--- config.mk ---
export PLATFORM = sky130hd
export DESIGN_NAME = irrigation_countdown
export DESIGN_NICKNAME = d
export VERILOG_FILES = /design/src/rtl/irrigation_countdown.sv
export SDC_FILE = /design/constraint.sdc
export NUM_CORES = 1
export LEC_CHECK = 0
export BUFFER_PORTS_ARGS = -buffer_cell sky130_fd_sc_hd__buf_2
export CORE_MARGIN = 3
export CORE_UTILIZATION = 44
export CTS_CLUSTER_SIZE = 8
export DETAILED_ROUTE_END_ITERATION = 8
export HOLD_SLACK_MARGIN = 0.06
export PLACE_DENSITY = 0.73
export SETUP_SLACK_MARGIN = 0.3
export SYNTH_ARGS = -nofsm -noshare
export SYNTH_HDL_FRONTEND = slang
export SYNTH_SLANG_ARGS = --single-unit
--- constraint.sdc ---
create_clock -name clk -period 1.7 [get_ports clk]
set_input_delay 0.17 -clock clk [delete_from_list [all_inputs] [get_ports clk]]
set_output_delay 0.17 -clock clk [all_outputs]
set_load 0.005 [all_outputs]
--- src/rtl/irrigation_countdown.sv ---
// BCD MM:S0 irrigation countdown: registered outputs, 1-cycle load/decrement latency, no backpressure.
// Optional seconds-units digit (1 Hz tick) enabled by `define COUNTDOWN_SECONDS_U_EN; default uses 0.1 Hz tick.
module irrigation_countdown (
  input  logic       clk,
  input  logic       rst_n,
  input  logic       load_req_i,
  input  logic [1:0] minutes_d_preset_i,
  input  logic [3:0] minutes_u_preset_i,
  input  logic [2:0] seconds_d_preset_i,
  input  logic       tick_i,
  input  logic       irrigation_on_i,
  output logic [1:0] minutes_d_o,
  output logic [3:0] minutes_u_o,
  output logic [2:0] seconds_d_o,
`ifdef COUNTDOWN_SECONDS_U_EN
  output logic [3:0] seconds_u_o,
`endif
  output logic       running_o,
  output logic       expired_o
);

  typedef enum logic [1:0] {
    IDLE    = 2'd0,
    RUNNING = 2'd1,
    PAUSED  = 2'd2,
    EXPIRED = 2'd3
  } state_t;

  state_t     state_q, state_d;
  logic [1:0] md_q, md_d;
  logic [3:0] mu_q, mu_d;
  logic [2:0] sd_q, sd_d;
  logic       running_q, running_d;
  logic       expired_q, expired_d;
  logic       borrow;
  logic [3:0] mu_clamp;
  logic [2:0] sd_clamp;
`ifdef COUNTDOWN_SECONDS_U_EN
  logic [3:0] su_q, su_d;
`endif

  assign mu_clamp = (minutes_u_preset_i > 4'd9) ? 4'd9 : minutes_u_preset_i;
  assign sd_clamp = (seconds_d_preset_i > 3'd5) ? 3'd5 : seconds_d_preset_i;

  always_comb begin
    state_d   = state_q;
    md_d      = md_q;
    mu_d      = mu_q;
    sd_d      = sd_q;
    expired_d = 1'b0;
    borrow    = 1'b1;
`ifdef COUNTDOWN_SECONDS_U_EN
    su_d      = su_q;
`endif

    if (load_req_i) begin
      // A same-cycle tick is dropped: load wins outright.
      md_d = minutes_d_preset_i;
      mu_d = mu_clamp;
      sd_d = sd_clamp;
`ifdef COUNTDOWN_SECONDS_U_EN
      su_d = 4'd0;
`endif
      if ({minutes_d_preset_i, mu_clamp, sd_clamp} == 9'd0) state_d = IDLE;
      else if (irrigation_on_i)                               state_d = RUNNING;
      else                                                    state_d = PAUSED;
    end else begin
      case (state_q)
        RUNNING: begin
          if (!irrigation_on_i) begin
            state_d = PAUSED;
          end else if (tick_i) begin
`ifdef COUNTDOWN_SECONDS_U_EN
            if (su_q == 4'd0) su_d = 4'd9;
            else begin su_d = su_q - 4'd1; borrow = 1'b0; end
`endif
            if (borrow) begin
              if (sd_q == 3'd0) sd_d = 3'd5;
              else begin sd_d = sd_q - 3'd1; borrow = 1'b0; end
            end
            if (borrow) begin
              if (mu_q == 4'd0) mu_d = 4'd9;
              else begin mu_d = mu_q - 4'd1; borrow = 1'b0; end
            end
            if (borrow) md_d = md_q - 2'd1;
            // RUNNING is only entered with a non-zero count, so this never wraps.
`ifdef COUNTDOWN_SECONDS_U_EN
            if ({md_d, mu_d, sd_d, su_d} == 13'd0) begin
`else
            if ({md_d, mu_d, sd_d} == 9'd0) begin
`endif
              state_d   = EXPIRED;
              expired_d = 1'b1;
            end
          end
        end
        PAUSED:  if (irrigation_on_i) state_d = RUNNING;
        default: state_d = state_q;
      endcase
    end

    running_d = (state_d == RUNNING);
  end

  always_ff @(posedge clk) begin
    if (!rst_n) begin
      state_q   <= IDLE;
      md_q      <= 2'd0;
      mu_q      <= 4'd0;
      sd_q      <= 3'd0;
      running_q <= 1'b0;
      expired_q <= 1'b0;
`ifdef COUNTDOWN_SECONDS_U_EN
      su_q      <= 4'd0;
`endif
    end else begin
      state_q   <= state_d;
      md_q      <= md_d;
      mu_q      <= mu_d;
      sd_q      <= sd_d;
      running_q <= running_d;
      expired_q <= expired_d;
`ifdef COUNTDOWN_SECONDS_U_EN
      su_q      <= su_d;
`endif
    end
  end

  assign minutes_d_o = md_q;
  assign minutes_u_o = mu_q;
  assign seconds_d_o = sd_q;
`ifdef COUNTDOWN_SECONDS_U_EN
  assign seconds_u_o = su_q;
`endif
  assign running_o   = running_q;
  assign expired_o   = expired_q;

endmodule
=== Yosys cells after proc, flatten, opt, wreduce, memory -nomap -nowiden ===
Cells that the tools add are included.
W data, S select, Z words.

* Add/subtract/negate cells: 3
* Bitwise operators: 4
* Eq/ne operators: 3
* Mux-type cells: 50
* $lt $le $gt $ge: 2
* Reductions and logical operators: 9

{| class="wikitable"
|+ Operators by type and width
! kind !! number
|-
| $mux W4 || 11
|-
| $mux W2 || 16
|-
| $mux W3 || 10
|-
| $logic_not A9 Y1 || 2
|-
| $mux W1 || 12
|-
| $reduce_bool A2 Y1 || 3
|-
| $reduce_or A5 Y1 || 1
|-
| $eq A2 B1 Y1 const B || 2
|-
| $gt A4 B4 Y1 const B || 1
|-
| $logic_not A4 Y1 || 1
|-
| $not A1 Y1 || 4
|-
| $pmux W2 S2 || 1
|-
| $sub A4 B1 Y4 const B || 1
|-
| $gt A3 B3 Y1 const B || 1
|-
| $logic_not A3 Y1 || 1
|-
| $reduce_and A3 Y1 || 1
|-
| $sub A3 B1 Y3 const B || 1
|-
| $eq A2 B2 Y1 const B || 1
|-
| $sub A2 B1 Y2 const B || 1
|}

* Word-level logic and storage cells: 77
* Bits of input ports: 14
* Register bits after elaboration: 13

=== Longest topological paths before layout ===
Gate-level depths: netlist (run 1).

* Word-level depth: 23
* Gate-level depth with buffers: 6
* Mapped depth without buffers: 6

=== Worst setup path before layout (run 1) ===
No wires, ideal clock.

* Path type: flip-flop to flip-flop
* Start point: reg state_q[1]
* End point: reg md_q[0] (netlist: minutes_d_o[0])
* Period minus slack after synthesis: 1.801 ns
* Required time: 1.626 ns
* Stages on the path, launching flop included: 7
* Slack: -0.101 ns
* Data arrival time: 1.726 ns
* Cells stage by stage: dfxtp_1 > inv_1 > ha_1 > nand4b_2 > or3_4 > or4_1 > a31oi_1

* Longest elaborated chain between the ends: 3

{| class="wikitable"
|+ Ends and longest elaborated chain
! what !! RTL line !! text
|-
| start, declared || 29 || <nowiki>state_t state_q, state_d;</nowiki>
|-
| start signal, assigned || 117 || <nowiki>state_q <= state_d;</nowiki>
|-
| $eq A2 B1 Y1 || 68 || <nowiki>case (state_q)</nowiki>
|-
| $reduce_bool A2 Y1 (no line) || n/a ||
|-
| $reduce_and A3 Y1 (no line) || n/a ||
|-
| end signal, assigned || 118 || <nowiki>md_q <= md_d;</nowiki>
|-
| end, declared || 30 || <nowiki>logic [1:0] md_q, md_d;</nowiki>
|}

No other way between the ends.
A chain may end at the register's enable or synchronous reset.

=== Worst setup path after layout (run 1) ===
* Start point: reg sd_q[1] (netlist: seconds_d_o[1])
* End point: reg mu_q[1] (netlist: minutes_u_o[1])

* Longest elaborated chain between the ends: 15

{| class="wikitable"
|+ Ends and longest elaborated chain
! what !! RTL line !! text
|-
| start, declared || 32 || <nowiki>logic [2:0] sd_q, sd_d;</nowiki>
|-
| start signal, assigned || 110 || <nowiki>sd_q <= 3'd0;</nowiki>
|-
| start signal, assigned || 120 || <nowiki>sd_q <= sd_d;</nowiki>
|-
| $logic_not A3 Y1 || 78 || <nowiki>if (sd_q == 3'd0) sd_d = 3'd5;</nowiki>
|-
| $mux W1 || 78 ||
|-
| $mux W1 || 72 || <nowiki>end else if (tick_i) begin</nowiki>
|-
| $mux W1 || 70 || <nowiki>if (!irrigation_on_i) begin</nowiki>
|-
| $mux W1 || 68 ||
|-
| $mux W1 || 56 || <nowiki>if (load_req_i) begin</nowiki>
|-
| $mux W4 || 81 || <nowiki>if (borrow) begin</nowiki>
|-
| $mux W4 || 72 ||
|-
| $mux W4 || 70 ||
|-
| $mux W4 || 68 ||
|-
| $mux W4 || 56 ||
|-
| $mux W4 || 72 ||
|-
| $mux W4 || 70 ||
|-
| $mux W4 || 68 ||
|-
| $mux W4 || 56 ||
|-
| end signal, assigned || 119 || <nowiki>mu_q <= mu_d;</nowiki>
|-
| end, declared || 31 || <nowiki>logic [3:0] mu_q, mu_d;</nowiki>
|}

No other way between the ends. The select of a mux whose other input is x is not followed.

==> results of run 1 <==
==> through the flow <==
step                cells  power (mW)
detailed placement    154       0.518
global route          166       0.834
floorplan              99       0.443
CTS                   164       0.772
finish                166       0.802
global placement      154       0.512
==> synth_stat cells, types with 2 or more instances <==
cell type  instances  area share (%)
ha_1               2             3.1
a211o_1            2             2.2
a31oi_1            5             3.9
nor2_1             3             1.4
o21a_1             2             1.9
o31ai_1            2             1.9
or3_4              2             2.8
a21oi_1            7             4.4
clkbuf_1           3             1.4
nor4_1             5             3.9
inv_1              4             1.9
nand2_1            8             3.7
nor2b_1            5             3.9
o21ai_0           11             6.8
nor3b_1            2             1.9
dfxtp_1           13              32
xnor2_1            3             3.3
nor3_1             3             1.9
==> timing repair <==
action	4_1_cts	5_1_grt
setup buffers	6	2
endpoints found under the setup margin	11	11
hold endpoints to repair	0	0
resized for setup	31	7
pin swaps	11	5
==> final cells by class <==
type | count | area, sq um
multi-input cells | 77 | 666
well taps | 24 | 30.0
flip-flops and latches | 13 | 267
inverters | 4 | 17.5
fillers | 111 | 317
repair buffers | 44 | 289
clock buffers | 4 | 26.3
==> cell families (layout without fill, tap and decap cells) <==
kind of cell	count (synthesis)	in the layout
adders and majority gates	2	2
AOI/OAI and AO/OA	35	35
DFF	13	13
buffers and inverters	9	52
xor gates and xnor gates	3	3
and+or+nand+nor	37	37
==> critical path, stage by stage, from the launching register on <==
cell and delay [ns]:
dfxtp_2 0.33, or3_4 0.40, buf_4 0.15, buf_6 0.10
or4_4 0.41, a31oi_1 0.19
==> power by group <==
part / internal (mW) / leakage [nW] / switching, mW
Combinational: 0.125 / 0.397 / 0.125
Clock: 0.0911 / 0.0150 / 0.108
Sequential: 0.325 / 0.109 / 0.0282
==> registers in the layout, summed over array words and instances (netlist names) <==
name,count
state_q,2
expired_o,1
running_o,1
minutes_d_o,2
seconds_d_o,3
minutes_u_o,4
==> worst paths after layout <==
kind / startpoint / to / slack (ns) / depth (start not counted)
worst max-delay path: seconds_d_o[1]$_SDFFE_PN0P_ / minutes_u_o[1]$_SDFFE_PN0P_ / 0.04 / 5
worst min-delay path: minutes_u_preset_i[0] / minutes_u_o[0]$_SDFFE_PN0P_ / 0.22 / 3
worst max register to register: seconds_d_o[1]$_SDFFE_PN0P_ / minutes_u_o[1]$_SDFFE_PN0P_ / 0.04 / 5
worst min register to register: minutes_d_o[0]$_SDFFE_PN0P_ / minutes_d_o[0]$_SDFFE_PN0P_ / 0.59 / 2
==> layer usage <==
layer  global-route usage [%]  share of wire [%]  up-vias
li1                         -                  -      460
met1                     29.2                 39      480
met2                     42.5                 50       68
met3                     5.21                8.6       10
met4                     7.58                2.4        0
met5                        0                  0        -
==> results.ini, run 1 <==
[outcome]
run_status = finished clean

[sta]
rsz0062_at_grt = yes
slew_headroom_pct = 73.2
final_min_period_over_clock_period_pct = 97.4
worst_tran_pin_value_ns = 0.401
layout_min_cycle_time_ns = 1.66
totalNegativeSetupSlack_ns = 0
clock.fmax_ghz = 0.604
timing.clock.skew_ns = 0.00445
worst_slack_ns = 0.0442
report.final.slew_viol_count = 0
holdWs_ns = 0.217
hold_viol = 0
setup-violations-final = 0

[yosys]
synth_mux_area_share_pct = 0
postSynthRegisterBits = 13
post_synthesis_mean_instance_area_sq_um = 8.13
post_synth_inst_count = 99
post_synth_instance_area_sq_um = 805
post_synthesis_share_of_cell_area_spent_on_and_or_nand_and_nor_gates_pct = 28.3
yosys_most_used_dff = dfxtp_1
synth_top_family_by_area = simple AND/OR/NAND/NOR gates
postSynth.asyncResetShare_pct = 0
synth_xor_area_share_pct = 3.27
count_of_flip_flops_with_a_built_in_enable_after_synthesis = 0
yosys_warnings = 0
synth.yosys.seq_area_share_pct = 32.3
synth_cell_type_count = 35
synth_fp_nets = 115
synthAdderAreaFrac_pct = 3.11
synth_compound_area_share_pct = 27.7

[die]
dieArea_sq_mm = 0.00238
placementRows = 14
core-area_sq_mm = 0.00161
die_h_um = 48.8
dieWidth_um = 48.8
start_util_pct = 49.9
ios = 25

[cts]
clock_buffer_depth = 2
cts-htree-levels = 1
worst_setup_hold_path_clk_slew_ns = 0.09
insertion_delay_ns = 0.28
cts_buffers = 3
count_of_clock_tree_sinks = 13
cell_at_the_root_of_the_clock_tree = clkbuf_4
cts_hold_repair.buffers = 0
tritoncts = built

[place]
globalplace.congestion = 0.816
io_buffer_count = 24
hpwl_um = 1730
dp_worst_setup_slack_ns = 0.00668
dpl-instance-area_sq_mm = 0.00103

[layout]
most-common-layout-cells = 24 x buf_2, 15 x buf_4, 8 x nand2_1, 8 x o21ai_0, 8 x dfxtp_1
finalNetCount = 159
areaGrowthSynthToFinish_pct = 61.0
post_layout_instance_area_sq_mm = 0.00129
finalCoreUtilization_pct = 80.4
commonest_non_fill_non_tap_cell_in_the_layout = buf_2
diodes = 0
final_layout_size_suffix_gt1_share_pct = 54.2

[drt]
dr_total_vias = 1018
avgViaCountPerCell = 6.13
drcViolationCount = 0
detail-route-antenna-nets = 0
first_pass_iters = 4
wl_um = 2880
drt_first_iter_violations = 48
route.detailed.wl_per_inst_um = 17.4

[global_route]
aggregate_global_routing_overflow = 0
initial_antenna_violation_count = 0
grt_pass1_vias = 946
grt_max_degree = 15
grt_first_pass_wirelength_um = 4460
grt_use_total_pct = 24.3

[setup_path]
path_max_fanout = 3
worstSetupStartpointType = flip-flop
setup.worst_path.class = reg2reg
worst_path_required_time_ns = 1.90
crit_path_dat_ns = 1.86
worst_setup_path_end_kind = flip-flop

[hold_path]
hold_path.class = in2reg

[power_and_ir_drop]
ir_worst_vdd_v = 0.000603
total_leakage_power_nw = 0.522
areal_power_density_over_the_cells_mw_per_mm2 = 619

[run]
maxCapViolations = 0

No activity file was read; power rests on OpenSTA's default activity.
==> run 2, diff against run 1 <==
--- a/config.mk
+++ b/config.mk
@@ -6,10 +6,13 @@
 export NUM_CORES = 1
 export LEC_CHECK = 0
 export BUFFER_PORTS_ARGS = -buffer_cell sky130_fd_sc_hd__buf_2
+export CAP_MARGIN = 20
 export CORE_MARGIN = 3
 export CORE_UTILIZATION = 44
+export CTS_CLUSTER_DIAMETER = 60
 export CTS_CLUSTER_SIZE = 8
 export DETAILED_ROUTE_END_ITERATION = 8
+export GPL_TIMING_DRIVEN = 0
 export HOLD_SLACK_MARGIN = 0.06
 export PLACE_DENSITY = 0.73
 export SETUP_SLACK_MARGIN = 0.3
==> results.ini, run 2 (synthesized netlist as in run 1, its figures left out) <==
[outcome]
run_status = finished with violations
failed_checks = negative setup slack

[cts]
worst_setup_hold_path_clk_slew_ns = 0.08
cts-htree-levels = 1
cts_hold_repair.buffers = 0
insertion_delay_ns = 0.28
cell_at_the_root_of_the_clock_tree = clkbuf_4
cts_buffers = 3
count_of_clock_tree_sinks = 13
clock_buffer_depth = 2
tritoncts = built

[setup_path]
path_max_fanout = 3
worst_setup_path_end_kind = flip-flop
reg2reg_depth = 5
endpoint = minutes_d_o[0]$_SDFFE_PN0P_
rr_startpoint = seconds_d_o[1]$_SDFFE_PN0P_
worst_path_required_time_ns = 1.91
worstSetupStartpointType = flip-flop
setup.worst_path.class = reg2reg
crit_start = seconds_d_o[1]$_SDFFE_PN0P_
r2r_slack_ns = -0.12
r2r-end = minutes_d_o[0]$_SDFFE_PN0P_
crit_path_dat_ns = 2.02

[drt]
drt_first_iter_violations = 19
dr_total_vias = 971
drcViolationCount = 0
first_pass_iters = 6
avgViaCountPerCell = 5.92
detail-route-antenna-nets = 0
wl_um = 2710
route.detailed.wl_per_inst_um = 16.5

[global_route]
aggregate_global_routing_overflow = 0
grt_pass1_vias = 911
grt_max_degree = 11
grt_first_pass_wirelength_um = 4390
initial_antenna_violation_count = 0
grt_use_total_pct = 23.9

[layout]
finalNetCount = 157
commonest_non_fill_non_tap_cell_in_the_layout = buf_2
most-common-layout-cells = 23 x buf_2, 11 x buf_4, 9 x o21ai_0
final_layout_size_suffix_gt1_share_pct = 48.6
register_area_sq_um = 273
diodes = 0
finalCoreUtilization_pct = 79.1
multi_input_area_sq_um = 662
max_ffs_per_register = 4
fillers = 110
areaGrowthSynthToFinish_pct = 58.5

[sta]
hold_viol = 0
worst_tran_pin_value_ns = 0.491
worst_slack_ns = -0.116
rsz0062_at_grt = yes
timing.clock.skew_ns = 0.00382
clock.fmax_ghz = 0.551
layout_min_cycle_time_ns = 1.82
setup-violations-final = 3
report.final.slew_viol_count = 0
slew_headroom_pct = 67.2
final_min_period_over_clock_period_pct = 107

[power_and_ir_drop]
ir_worst_vdd_v = 0.000418
total_leakage_power_nw = 0.506
areal_power_density_over_the_cells_mw_per_mm2 = 620

[die]
dieArea_sq_mm = 0.00238
dieWidth_um = 48.8
die_h_um = 48.8
placementRows = 14
ios = 25
start_util_pct = 49.9
core-area_sq_mm = 0.00161

[run]
maxCapViolations = 0

[place]
hpwl_um = 1500
io_buffer_count = 22
globalplace.congestion = 0.788
dp_worst_setup_slack_ns = -0.168

[hold_path]
hold_path.class = in2reg

## run 2: cell types whose count changed in the layout (fill, tap and decap cells not counted), moves of 2 or more
| cell | change |
|---|---|
| nor3b_2 | -2 |
| a21oi_1 | +2 |
| clkbuf_1 | +3 |
| a21oi_2 | -2 |
| dfxtp_4 | +2 |
| buf_4 | -4 |
## run 2: worst max-delay path, cell delays in order, from the launching register on
cell and delay (ns):
dfxtp_2 0.33, buf_6 0.11, or3_4 0.38, or3_4 0.35, or4_1 0.41, a31oi_1 0.17
## run 2: worst min path at each step
stage | start | to | slack (ns) | depth (start not counted)
after CTS | rst_n | state_q[1]$_SDFF_PN0_ | 0.19 | 2
after global routing | rst_n | state_q[1]$_SDFF_PN0_ | 0.18 | 2
after detailed placement | rst_n | state_q[1]$_SDFF_PN0_ | 0.47 | 2
after floorplan | rst_n | minutes_d_o[0]$_SDFFE_PN0P_ | 0.31 | 2
after global placement | minutes_d_preset_i[1] | minutes_d_o[1]$_SDFFE_PN0P_ | 0.46 | 3
final | rst_n | state_q[1]$_SDFF_PN0_ | 0.18 | 2
## run 2: routing by layer
layer	track usage (%)	vias up	part of all wire, %
met2	39.6	49	49
met5	0	-	0
met3	3.99	11	6.6
met1	29.6	455	42
met4	11.8	0	2.9
li1	-	456	-
## run 2: timing repair
action	4_1_cts	5_1_grt
setup endpoints to repair	10	11
pin swaps	18	3
setup buffers	15	0
gates resized for setup	32	4
hold endpoints to repair	0	0
## run 2: final cells by class
class / instances / share of cell area [%]
Multi-Input combinational cell: 77 / 51.9
Sequential cell: 13 / 21.4
Timing Repair Buffer: 37 / 18.9
Tap cell: 24 / 2.36
Buffer: 5 / 2.16
Clock buffer: 4 / 2.06
Inverter: 4 / 1.18
## run 2: where the power goes
part / switching, mW / internal [mW] / leakage (nW)
Clock: 0.107 / 0.0911 / 0.0150
Sequential: 0.0340 / 0.323 / 0.110
Combinational: 0.114 / 0.122 / 0.381
Total: 0.255 / 0.536 / 0.506
## run 2: per-stage QoR
step	setup TNS [ns]	instances	power, mW	area (sq um)	hold slack (ns)
2_1_floorplan	-0.0492	99	0.443	817	0.308
3_5_place_dp	-0.203	145	0.500	957	0.470
5_1_grt	-0.364	164	0.837	1270	0.182
3_3_place_gp	-0.127	145	0.495	957	0.461
6_report	-0.187	164	0.791	1270	0.182
4_1_cts	-0.0981	164	0.771	1250	0.187
==> run 3, diff against run 2 <==
==> config.mk (replaced) <==
export PLATFORM = sky130hd
export DESIGN_NAME = irrigation_countdown
export DESIGN_NICKNAME = d
export VERILOG_FILES = /design/src/rtl/irrigation_countdown.sv
export SDC_FILE = /design/constraint.sdc
export NUM_CORES = 1
export LEC_CHECK = 0
export CAP_MARGIN = 5
export CORE_MARGIN = 3
export CORE_UTILIZATION = 54
export CTS_CLUSTER_DIAMETER = 60
export CTS_CLUSTER_SIZE = 8
export DETAILED_ROUTE_END_ITERATION = 8
export DONT_BUFFER_PORTS = 1
export GPL_TIMING_DRIVEN = 0
export HOLD_SLACK_MARGIN = 0.06
export PLACE_DENSITY = 0.72
export SETUP_SLACK_MARGIN = 0.3
export SYNTH_ARGS = -nofsm -noshare
export SYNTH_HDL_FRONTEND = slang
export SYNTH_SLANG_ARGS = --single-unit
==> results.ini, run 3 (synthesized netlist as in run 1, its figures left out) <==
[outcome]
run_status = finished with violations
failed_checks = negative setup slack

[setup_path]
worstSetupStartpointType = flip-flop
crit_path_cell_trace = buf_6, or3_4, or3_4, or4_1, a31oi_1
crit_path_dat_ns = 2.08
setup.worst_path.class = reg2reg
worst_setup_path_end_kind = flip-flop
timing.critical_path.slowest_cell_delay_ns = 0.44
path_max_fanout = 3
worst_path_most_repeated_cell = or3_4
max_stage_delay_cell_worst_path = or4_1
worst_path_required_time_ns = 1.92
crit_family = simple AND/OR/NAND/NOR gates
path_buf_inv = 1

[drt]
drt_first_iter_violations = 44
drcViolationCount = 0
wl_um = 2890
route.detailed.wl_per_inst_um = 21.5
avgViaCountPerCell = 6.95
detail-route-antenna-nets = 0
first_pass_iters = 4
dr_total_vias = 931

[sta]
clock.fmax_ghz = 0.539
rsz0062_at_grt = yes
report.final.slew_viol_count = 0
final_min_period_over_clock_period_pct = 109
timing.clock.skew_ns = 0.00115
worst_slack_ns = -0.154
layout_min_cycle_time_ns = 1.85
totalNegativeSetupSlack_ns = -0.456
setup-violations-final = 7
worst_tran_pin_value_ns = 0.461
slew_headroom_pct = 69.3
hold_viol = 0

[global_route]
aggregate_global_routing_overflow = 0
grt_pass1_vias = 875
initial_antenna_violation_count = 0
grt_use_total_pct = 26.6
grt_first_pass_wirelength_um = 3910
grt_max_degree = 11

[cts]
worst_setup_hold_path_clk_slew_ns = 0.08
cts-htree-levels = 1
clock_buffer_depth = 2
cts_buffers = 3
count_of_clock_tree_sinks = 13
cell_at_the_root_of_the_clock_tree = clkbuf_4
tritoncts = built
insertion_delay_ns = 0.29

[die]
placementRows = 13
dieArea_sq_mm = 0.00199
ios = 25
die_h_um = 44.6
core-area_sq_mm = 0.00135
start_util_pct = 59.6
dieWidth_um = 44.6

[layout]
post_layout_instance_area_sq_mm = 0.00116
fillers = 71
max_ffs_per_register = 4
areaGrowthSynthToFinish_pct = 44.3
register_area_sq_um = 269
final_layout_size_suffix_gt1_share_pct = 40.3
finalNetCount = 136
most-common-layout-cells = 10 x o21ai_0, 9 x buf_6
diodes = 0
commonest_non_fill_non_tap_cell_in_the_layout = o21ai_0
multi_input_area_sq_um = 652

[place]
io_buffer_count = 0
hpwl_um = 1380
dpl-instance-area_sq_um = 836
globalplace.congestion = 0.812

[run]
maxCapViolations = 0

[hold_path]
hold_path.class = in2reg

[power_and_ir_drop]
areal_power_density_over_the_cells_mw_per_mm2 = 670
total_leakage_power_nw = 0.415
ir_worst_vdd_v = 0.000517

[run 3: cell count changes in the layout (fill, tap and decap cells not counted), sizes merged]
cell and delta:
buf -22, dlygate4sd3 +1
[run 3: power by group]
group / switching, mW / total, mW / internal [mW]
Clock: 0.113 / 0.204 / 0.0914
Combinational: 0.0993 / 0.206 / 0.107
Sequential: 0.0421 / 0.368 / 0.326
Total: 0.254 / 0.778 / 0.524
[run 3: path summary, 6_finish.rpt]
path	start	endpoint	slack, ns	cells after the start
max	seconds_d_o[1]$_SDFFE_PN0P_	minutes_d_o[0]$_SDFFE_PN0P_	-0.15	5
min	rst_n	minutes_d_o[0]$_SDFFE_PN0P_	0.05	2
max reg2reg	seconds_d_o[1]$_SDFFE_PN0P_	minutes_d_o[0]$_SDFFE_PN0P_	-0.15	5
min reg2reg	seconds_d_o[0]$_SDFFE_PN0P_	seconds_d_o[0]$_SDFFE_PN0P_	0.58	2
[run 3: per-stage QoR]
step / total power [mW] / instances / worst slack, ns / hold WS [ns] / util [%]
floorplan: 0.443 / 99 / -0.0492 / 0.308 / -
global placement: 0.464 / 114 / -0.119 / 0.332 / 61.9
detailed placement: 0.467 / 114 / -0.145 / 0.335 / 61.9
CTS: 0.730 / 130 / -0.0864 / 0.0706 / 81.8
global route: 0.795 / 134 / -0.219 / 0.0577 / 86.0
finish: 0.778 / 134 / -0.154 / 0.0497 / 86.0
[run 3: worst reg2reg max path, delay by kind of cell, from the launching register on]
kind / cells / cell delay [ns]
buffers and inverters: 1 / 0.11
AND/OR/NAND/NOR: 3 / 1.18
flip-flops: 1 / 0.34
AO/OA/AOI/OAI: 1 / 0.17
[run 3: timing repair]
| item | in CTS | in global routing |
|---|---|---|
| hold buffers | 1 | 0 |
| gates cloned | 0 | 0 |
| pin swaps | 19 | 11 |
| setup endpoints to repair | 10 | 12 |
| buffers inserted | 11 | 4 |
| hold endpoints to repair | 1 | 0 |
| resized for setup | 30 | 7 |
[run 3: layout make-up]
| type | count | share of cell area [%] |
|---|---|---|
| Buffer | 5 | 2.37 |
| Clock buffer | 4 | 2.26 |
| Inverter | 4 | 1.29 |
| Multi-Input combinational cell | 77 | 56.1 |
| Sequential cell | 13 | 23.2 |
| Tap cell | 15 | 1.62 |
| Timing Repair Buffer | 16 | 13.1 |
[run 3: per-layer routing]
metal / wire [um] / track usage, %
met5: 0 / 0
met2: 1330 / 43.3
met4: 110 / 9.04
met3: 347 / 5.69
met1: 1100 / 34.4
